===== src/rtl/id_ex_stage.sv =====
// RV32I OP/OP-IMM decode, operand forwarding and ID/EX pipeline register.
// Registered operands and ALU controls are presented under a valid/ready handshake, with flush.
module id_ex_stage #(
  parameter int unsigned XLEN   = 32,
  parameter bit          FWD_EN = 1'b1
) (
  input  logic            i_clk,
  input  logic            i_rst,
  input  logic            i_valid,
  output logic            o_ready,
  input  logic [31:0]     i_instr,
  input  logic [XLEN-1:0] i_rs1_data,
  input  logic [XLEN-1:0] i_rs2_data,
  input  logic            i_ex_fwd_we,
  input  logic [4:0]      i_ex_fwd_rd,
  input  logic [XLEN-1:0] i_ex_fwd_data,
  input  logic            i_wb_fwd_we,
  input  logic [4:0]      i_wb_fwd_rd,
  input  logic [XLEN-1:0] i_wb_fwd_data,
  input  logic            i_flush,
  output logic            o_valid,
  input  logic            i_ready,
  output logic [XLEN-1:0] o_dataa,
  output logic [XLEN-1:0] o_datab,
  output logic [2:0]      o_funct3,
  output logic            o_sub_sra,
  output logic [4:0]      o_rd,
  output logic            o_rd_we,
  output logic            o_illegal
);

  typedef enum logic [6:0] {
    OPC_OP     = 7'b0110011,
    OPC_OP_IMM = 7'b0010011
  } opcode_e;

  typedef enum logic [2:0] {
    ALU_ADD  = 3'b000,
    ALU_SLT  = 3'b001,
    ALU_SLTU = 3'b010,
    ALU_AND  = 3'b011,
    ALU_OR   = 3'b100,
    ALU_XOR  = 3'b101,
    ALU_SLL  = 3'b110,
    ALU_SRL  = 3'b111
  } alu_op_e;

  logic [6:0]      opcode;
  logic [2:0]      rv_funct3;
  logic [6:0]      funct7;
  logic [4:0]      rs1_idx;
  logic [4:0]      rs2_idx;
  logic [4:0]      rd_idx;
  logic [XLEN-1:0] rs1_val;
  logic [XLEN-1:0] rs2_val;
  alu_op_e         dec_funct3;
  logic [XLEN-1:0] dec_datab;
  logic            dec_sub_sra;
  logic            dec_illegal;
  logic            dec_rd_we;
  logic            capture;

  assign opcode    = i_instr[6:0];
  assign rd_idx    = i_instr[11:7];
  assign rv_funct3 = i_instr[14:12];
  assign rs1_idx   = i_instr[19:15];
  assign rs2_idx   = i_instr[24:20];
  assign funct7    = i_instr[31:25];

  // EX beats WB beats register file; x0 reads as zero even with forwarding disabled.
  function automatic logic [XLEN-1:0] resolve(
    input logic [4:0]      idx,
    input logic [XLEN-1:0] rf_data,
    input logic            ex_we,
    input logic [4:0]      ex_rd,
    input logic [XLEN-1:0] ex_data,
    input logic            wb_we,
    input logic [4:0]      wb_rd,
    input logic [XLEN-1:0] wb_data
  );
    logic [XLEN-1:0] val;
    val = rf_data;
    if (idx == 5'd0) begin
      val = '0;
    end else if (FWD_EN) begin
      if (ex_we && (ex_rd == idx)) begin
        val = ex_data;
      end else if (wb_we && (wb_rd == idx)) begin
        val = wb_data;
      end
    end
    return val;
  endfunction

  always_comb begin
    rs1_val = resolve(rs1_idx, i_rs1_data, i_ex_fwd_we, i_ex_fwd_rd, i_ex_fwd_data,
                      i_wb_fwd_we, i_wb_fwd_rd, i_wb_fwd_data);
    rs2_val = resolve(rs2_idx, i_rs2_data, i_ex_fwd_we, i_ex_fwd_rd, i_ex_fwd_data,
                      i_wb_fwd_we, i_wb_fwd_rd, i_wb_fwd_data);
  end

  always_comb begin
    unique case (rv_funct3)
      3'b000:  dec_funct3 = ALU_ADD;
      3'b010:  dec_funct3 = ALU_SLT;
      3'b011:  dec_funct3 = ALU_SLTU;
      3'b111:  dec_funct3 = ALU_AND;
      3'b110:  dec_funct3 = ALU_OR;
      3'b100:  dec_funct3 = ALU_XOR;
      3'b001:  dec_funct3 = ALU_SLL;
      default: dec_funct3 = ALU_SRL;
    endcase
  end

  always_comb begin
    dec_datab   = rs2_val;
    dec_sub_sra = 1'b0;
    dec_illegal = 1'b0;
    unique case (opcode)
      OPC_OP: begin
        dec_datab = rs2_val;
        if (funct7 == 7'b0000000) begin
          dec_sub_sra = 1'b0;
        end else if ((funct7 == 7'b0100000) &&
                     ((rv_funct3 == 3'b000) || (rv_funct3 == 3'b101))) begin
          dec_sub_sra = i_instr[30];
        end else begin
          dec_illegal = 1'b1;
        end
      end
      OPC_OP_IMM: begin
        dec_datab = {{(XLEN-12){i_instr[31]}}, i_instr[31:20]};
        if (rv_funct3 == 3'b001) begin
          dec_datab   = {{(XLEN-5){1'b0}}, i_instr[24:20]};
          dec_illegal = (funct7 != 7'b0000000);
        end else if (rv_funct3 == 3'b101) begin
          dec_datab   = {{(XLEN-5){1'b0}}, i_instr[24:20]};
          dec_sub_sra = i_instr[30];
          dec_illegal = (funct7 != 7'b0000000) && (funct7 != 7'b0100000);
        end
      end
      default: dec_illegal = 1'b1;
    endcase
  end

  assign dec_rd_we = ~dec_illegal & (rd_idx != 5'd0);
  assign o_ready   = ~o_valid | i_ready;
  assign capture   = i_valid & o_ready;

  // Flush only needs to kill valid and writeback; data registers may stay stale.
  always_ff @(posedge i_clk) begin
    if (i_rst) begin
      o_valid   <= 1'b0;
      o_dataa   <= '0;
      o_datab   <= '0;
      o_funct3  <= '0;
      o_sub_sra <= 1'b0;
      o_rd      <= '0;
      o_rd_we   <= 1'b0;
      o_illegal <= 1'b0;
    end else if (i_flush) begin
      o_valid <= 1'b0;
      o_rd_we <= 1'b0;
    end else if (o_ready) begin
      o_valid <= i_valid;
      if (capture) begin
        o_dataa   <= rs1_val;
        o_datab   <= dec_datab;
        o_funct3  <= dec_illegal ? ALU_ADD : dec_funct3;
        o_sub_sra <= dec_illegal ? 1'b0 : dec_sub_sra;
        o_rd      <= rd_idx;
        o_rd_we   <= dec_rd_we;
        o_illegal <= dec_illegal;
      end
    end
  end

endmodule


===== config.mk =====
export PLATFORM = sky130hd
export DESIGN_NAME = id_ex_stage
export DESIGN_NICKNAME = d
export VERILOG_FILES = /design/src/rtl/id_ex_stage.sv
export SDC_FILE = /design/constraint.sdc
export NUM_CORES = 1
export LEC_CHECK = 0
export ABC_AREA = 1
export CORE_MARGIN = 8
export CORE_UTILIZATION = 41
export DETAILED_ROUTE_END_ITERATION = 16
export PLACE_DENSITY = 0.81
export SYNTH_ARGS = -nofsm -noshare
export SYNTH_HDL_FRONTEND = slang
export SYNTH_SLANG_ARGS = --single-unit
export TNS_END_PERCENT = 20

===== constraint.sdc =====
create_clock -name i_clk -period 1.9 [get_ports i_clk]
set_clock_uncertainty 0.2 [all_clocks]
set_input_delay 0.285 -clock i_clk [delete_from_list [all_inputs] [get_ports i_clk]]
set_output_delay 0.285 -clock i_clk [all_outputs]
set_load 0.005 [all_outputs]

Word-level counts from Yosys, hierarchy flattened
Cells that the tools add are included.
Storage, ports and cells
  bits in registers: 76
  input port bits: 177
  output and inout port bits: 77
  logic and storage cells: 67
Cells by class
  equality and inequality tests: 15
  mux-type cells: 22
  bitwise operators: 6
  reductions and logical operators: 16
Operator list (count)
  two-way mux 32 bit: 9
  one-hot mux 3 bit (7 select lines): 1
  equality test 5 bit: 4
  equality test 7 x 6 -> 1 bit, second input constant: 2
  equality test 3 bit, second input constant: 4
  logical NOT 5 bit: 2
  two-way mux 1 bit: 9
  equality test 7 x 5 -> 1 bit, second input constant: 1
  logical NOT 7 bit: 1
  != test 7 x 6 -> 1 bit, second input constant: 1
  nonzero test 7 bit: 1
  equality test 3 x 2 -> 1 bit, second input constant: 2
  logical AND 1 bit: 6
  nonzero test 5 bit: 1
  one-hot mux 1 bit (2 select lines): 2
  equality test 3 x 1 -> 1 bit, second input constant: 1
  logical NOT 3 bit: 1
  two-way mux 3 bit: 1
  inverter 1 bit: 3
  AND reduction 3 bit: 1
  AND 1 bit: 2
  AND reduction 2 bit: 1
  OR reduction 2 bit: 1
  logical OR 1 bit: 1
  bitwise OR 1 bit: 1

Depth between registers and ports, before layout
  depth in word-level cells: 8
  depth in mapped cells: 10

Worst setup path before layout
OpenSTA, ideal clock, no wires.
  kind: in2reg
  start point: in i_wb_fwd_rd[1]
  end point: reg o_datab[10]
  data arrival time: 1.224 ns
  slack: 0.346 ns
  cell stages on the path: 9
  cells stage by stage: inv_1 > nor2_2 > nor3_4 > nand2_4 > buf_6 > nand2_1 > nand3_1 > nand2_1 > a21oi_2
On the way
  cells in the longest elaborated chain, start to end: 6
RTL lines
  start: declaration: RTL line 18  | input logic [4:0] i_wb_fwd_rd,
  equality test 5 bit: RTL line 88  | end else if (wb_we && (wb_rd == idx)) begin
  logical AND 1 bit: RTL line 88
  two-way mux 32 bit: RTL line 88
  two-way mux 32 bit: RTL line 86  | if (ex_we && (ex_rd == idx)) begin
  two-way mux 32 bit: RTL line 83  | if (idx == 5'd0) begin
  two-way mux 32 bit: RTL line 119  | unique case (opcode)
  end signal: assignment: RTL line 168  | o_datab <= dec_datab;
  end: declaration: RTL line 24  | output logic [XLEN-1:0] o_datab,
No other way between the ends.
A chain may end at the register's enable or synchronous reset.

Worst setup path after layout
  start point: in i_ex_fwd_rd[4]
  end point: reg o_dataa[6]
On the way
  cells in the longest elaborated chain, start to end: 4
RTL lines
  start: declaration: RTL line 15  | input logic [4:0] i_ex_fwd_rd,
  equality test 5 bit: RTL line 86
  logical AND 1 bit: RTL line 86
  two-way mux 32 bit: RTL line 86
  two-way mux 32 bit: RTL line 83
  end signal: assignment: RTL line 167  | o_dataa <= rs1_val;
  end: declaration: RTL line 23  | output logic [XLEN-1:0] o_dataa,
No other way between the ends.

==> results.md <==
- Share of cells above drive strength 1: 0.142
- Post-Syn Area: 0.00519 mm2
- Avg Synthesized Cell Area: 6.10 um2
- Clock sink count: 76
- All-Layer GR Usage: 0.263
- Final core occ: 0.709
- Outcome: completed
- CTS Buf Count: 9
- Vias in the first global route: 6,662
- Post-synth EDFFs: 0
- Unrepaired setup endpoints after global routing: yes
- Worst vdd ir: 341 uV
- Pre-CTS setup slack: -0.328 ns
- Final-stage net count: 1,302
- Max Slew Vio Count: 0
- Aggregate global routing overflow: 0
- Crit. End Element: flop
- Number of synthesized register bits: 76
- Leakage: 3.92 nW
- Pwr per Cell Area: 551 mW/mm2
- Post-synth cell types: 32
- Clock power frac: 0.346
- CTS Buffer Depth: 2
- Routed Antenna Nets: 0
- Register area share after synthesis: 0.293
- Largest net degree at the start of global routing: 42
- Reg area: 0.00152 mm2
- Post-synthesis async set-or-reset flop share: 0
- Area grow syn2layout: 70.3%
- Max H-tree Level: 3
- Fin area: 0.00884 mm2
- Met1 GRT Util: 0.309
- Core Footprint: 0.0125 mm2
- Die area: 0.0165 mm2
- # setup viols final: 0
- Worst endpoint data arrival time: 1.87 ns
- Ys flop type: dfxtp_1
- Fin crit period: 1.86 ns
- Worst EP required: 1.91 ns
- TritonCTS clock tree: built
- # fillers: 1,065
- GR Util met3: 0.0720
- Rows: 41
- Worst Max-Slew Pin Slew: 0.508 ns
- GPL Wtd Cong: 0.949
- Most frequent cells in the layout: 237 x clkdlybuf4s50_1, 220 x nand2_1, 154 x nor2_1
- Worst slew margin: 0.661
- Period Utilization, post-route: 0.977
- Hold slack final: 0.197 ns
- Net Sw Frac: 0.297
- I/O pins: 254
- Total power: 0.00487 W
- Area of placed instances: 0.00828 mm2
- Clock-pin slew on the worst setup and hold paths: 0.06 ns
- Post-Syn Instances: 850
- Final wirelength: 23,100 um
- Met2 Use GR: 0.433
- Diodes inserted: 0
- Hold Vio Cnt, Final: 0
- Vias post-DR: 6,935
- Width of the die: 128 um
- Yosys synthesis warning count: 0
- Crit path kind: in2reg
- F_max: 538 MHz
- Clk_lat worst skew: 0.34 ns
- Final worst setup slack: 0.0430 ns
- Vias/cell: 5.33
- First-pass GRT wire length: 34,100 um
- Synthesized Nets: 1,027
- Multi-input logic area: 0.00324 mm2
- IO Port Bufs: 253
- Residual DRC: 0
- Antenna violations before repair: 0
- Most common cell after layout, fill and taps aside: clkdlybuf4s50_1
- First-pass DRT Iterations: 6
- Worst-path fanout max: 20
- GRT busiest layer: met2
- Hold buffers post-CTS: 0
- Part of the power in combinational logic: 0.299
- Psw: 0.00145 W
- Part of the power in registers: 0.356
- Iter 0 DRT Violations: 644
- Initial core utilization: 0.416
- CTS Root Buffer Type: clkbuf_16
- Int Pwr: 0.00343 W
- Startpoint types: input pin
- Wirelength per Cell: 17.8 um
- Detailed Place HPWL: 16,800 um
- Hold Crit Class: in2reg
- Max-Cap Viols: 0
- Die Y: 128 um
area by class of cell:
type,count,share of cell area
inverter,41,0.0177
timing repair buffer,321,0.387
multi-input combinational,676,0.367
clock buffer,13,0.0295
sequential,76,0.172
tap,172,0.0244
clock inverter,3,0.00241
worst paths after layout:
path,start,to,slack [ns],cells after the start
hold / removal,i_rst,o_datab[2],0.20,4
setup reg to reg,o_valid,o_dataa[1],0.31,8
setup / recovery,i_ex_fwd_rd[4],o_dataa[6],0.04,10
hold reg to reg,o_funct3[0],o_funct3[0],0.26,2
layer usage:
| layer | vias up | wire (um) |
|---|---|---|
| li1 | 3341 | - |
| met1 | 3097 | 9080 |
| met2 | 425 | 10600 |
| met3 | 72 | 2310 |
| met4 | 0 | 1100 |
| met5 | - | 0 |
what timing repair did:
item | in CTS | in global routing
endpoints found under the setup margin | 1 | 52
endpoints found under the hold margin | 0 | 0
cloned | 0 | 6
pin swaps | 0 | 9
resized for setup | 1 | 39
setup buffers | 0 | 2
cells by family (layout without fill, tap and decap cells):
kind of cell	Yosys count	count (layout)	share of synthesized area
AOI/OAI and AO/OA	134	134	0.155
and+or+nand+nor	540	540	0.451
buffers and inverters	98	378	0.0974
DFF	76	76	0.293
xor gates and xnor gates	2	2	0.00338
power groups by stage:
stage | registers, W | logic (W) | clock network [W]
CTS | 0.00173 | 0.00141 | 0.00170
global route | 0.00174 | 0.00156 | 0.00177
floorplan | 0.00177 | 0.000538 | 0
global placement | 0.00176 | 0.00139 | 0
detailed placement | 0.00177 | 0.00140 | 0
finish | 0.00173 | 0.00146 | 0.00168
worst max-delay path, stage by stage:
cell and delay, ns:
clkdlybuf4s50_1 0.48, nand2_1 0.11, nand2_1 0.07, a21oi_2 0.17
nand3_4 0.22, clkbuf_16 0.26, nor2_1 0.09, nor2_1 0.04
nand2_1 0.06, a21oi_1 0.06
through the flow:
step / cells / TNS (ns)
CTS: 1294 / 0
global placement: 1278 / -18.56
finish: 1302 / 0
global route: 1302 / -0.309
floorplan: 850 / 0
detailed placement: 1278 / -18.32
flip-flops by register name (all words and copies together), names as in the netlist:
register / cells
o_illegal: 1
o_sub_sra: 1
o_rd: 5
o_dataa: 32
o_datab: 32
o_funct3: 3
o_rd_we: 1
o_valid: 1
Yosys cell counts (2+ instances only):
library cell / count / share of area
a21oi_1: 46 / 0.044
a21oi_2: 31 / 0.052
buf_2: 29 / 0.028
buf_4: 4 / 0.0058
buf_6: 10 / 0.022
clkbuf_1: 13 / 0.0094
dfxtp_1: 76 / 0.29
inv_1: 33 / 0.024
inv_2: 7 / 0.0051
nand2_1: 223 / 0.16
nand2_2: 4 / 0.0048
nand3_1: 102 / 0.098
nand3_2: 2 / 0.0039
nand4_1: 34 / 0.041
nor2_1: 161 / 0.12
nor2_2: 5 / 0.0060
nor2_4: 3 / 0.0065
nor3_1: 2 / 0.0019
o21ai_0: 48 / 0.046
o21ai_1: 5 / 0.0048
Note: power is estimated with default switching activity, not from simulation.
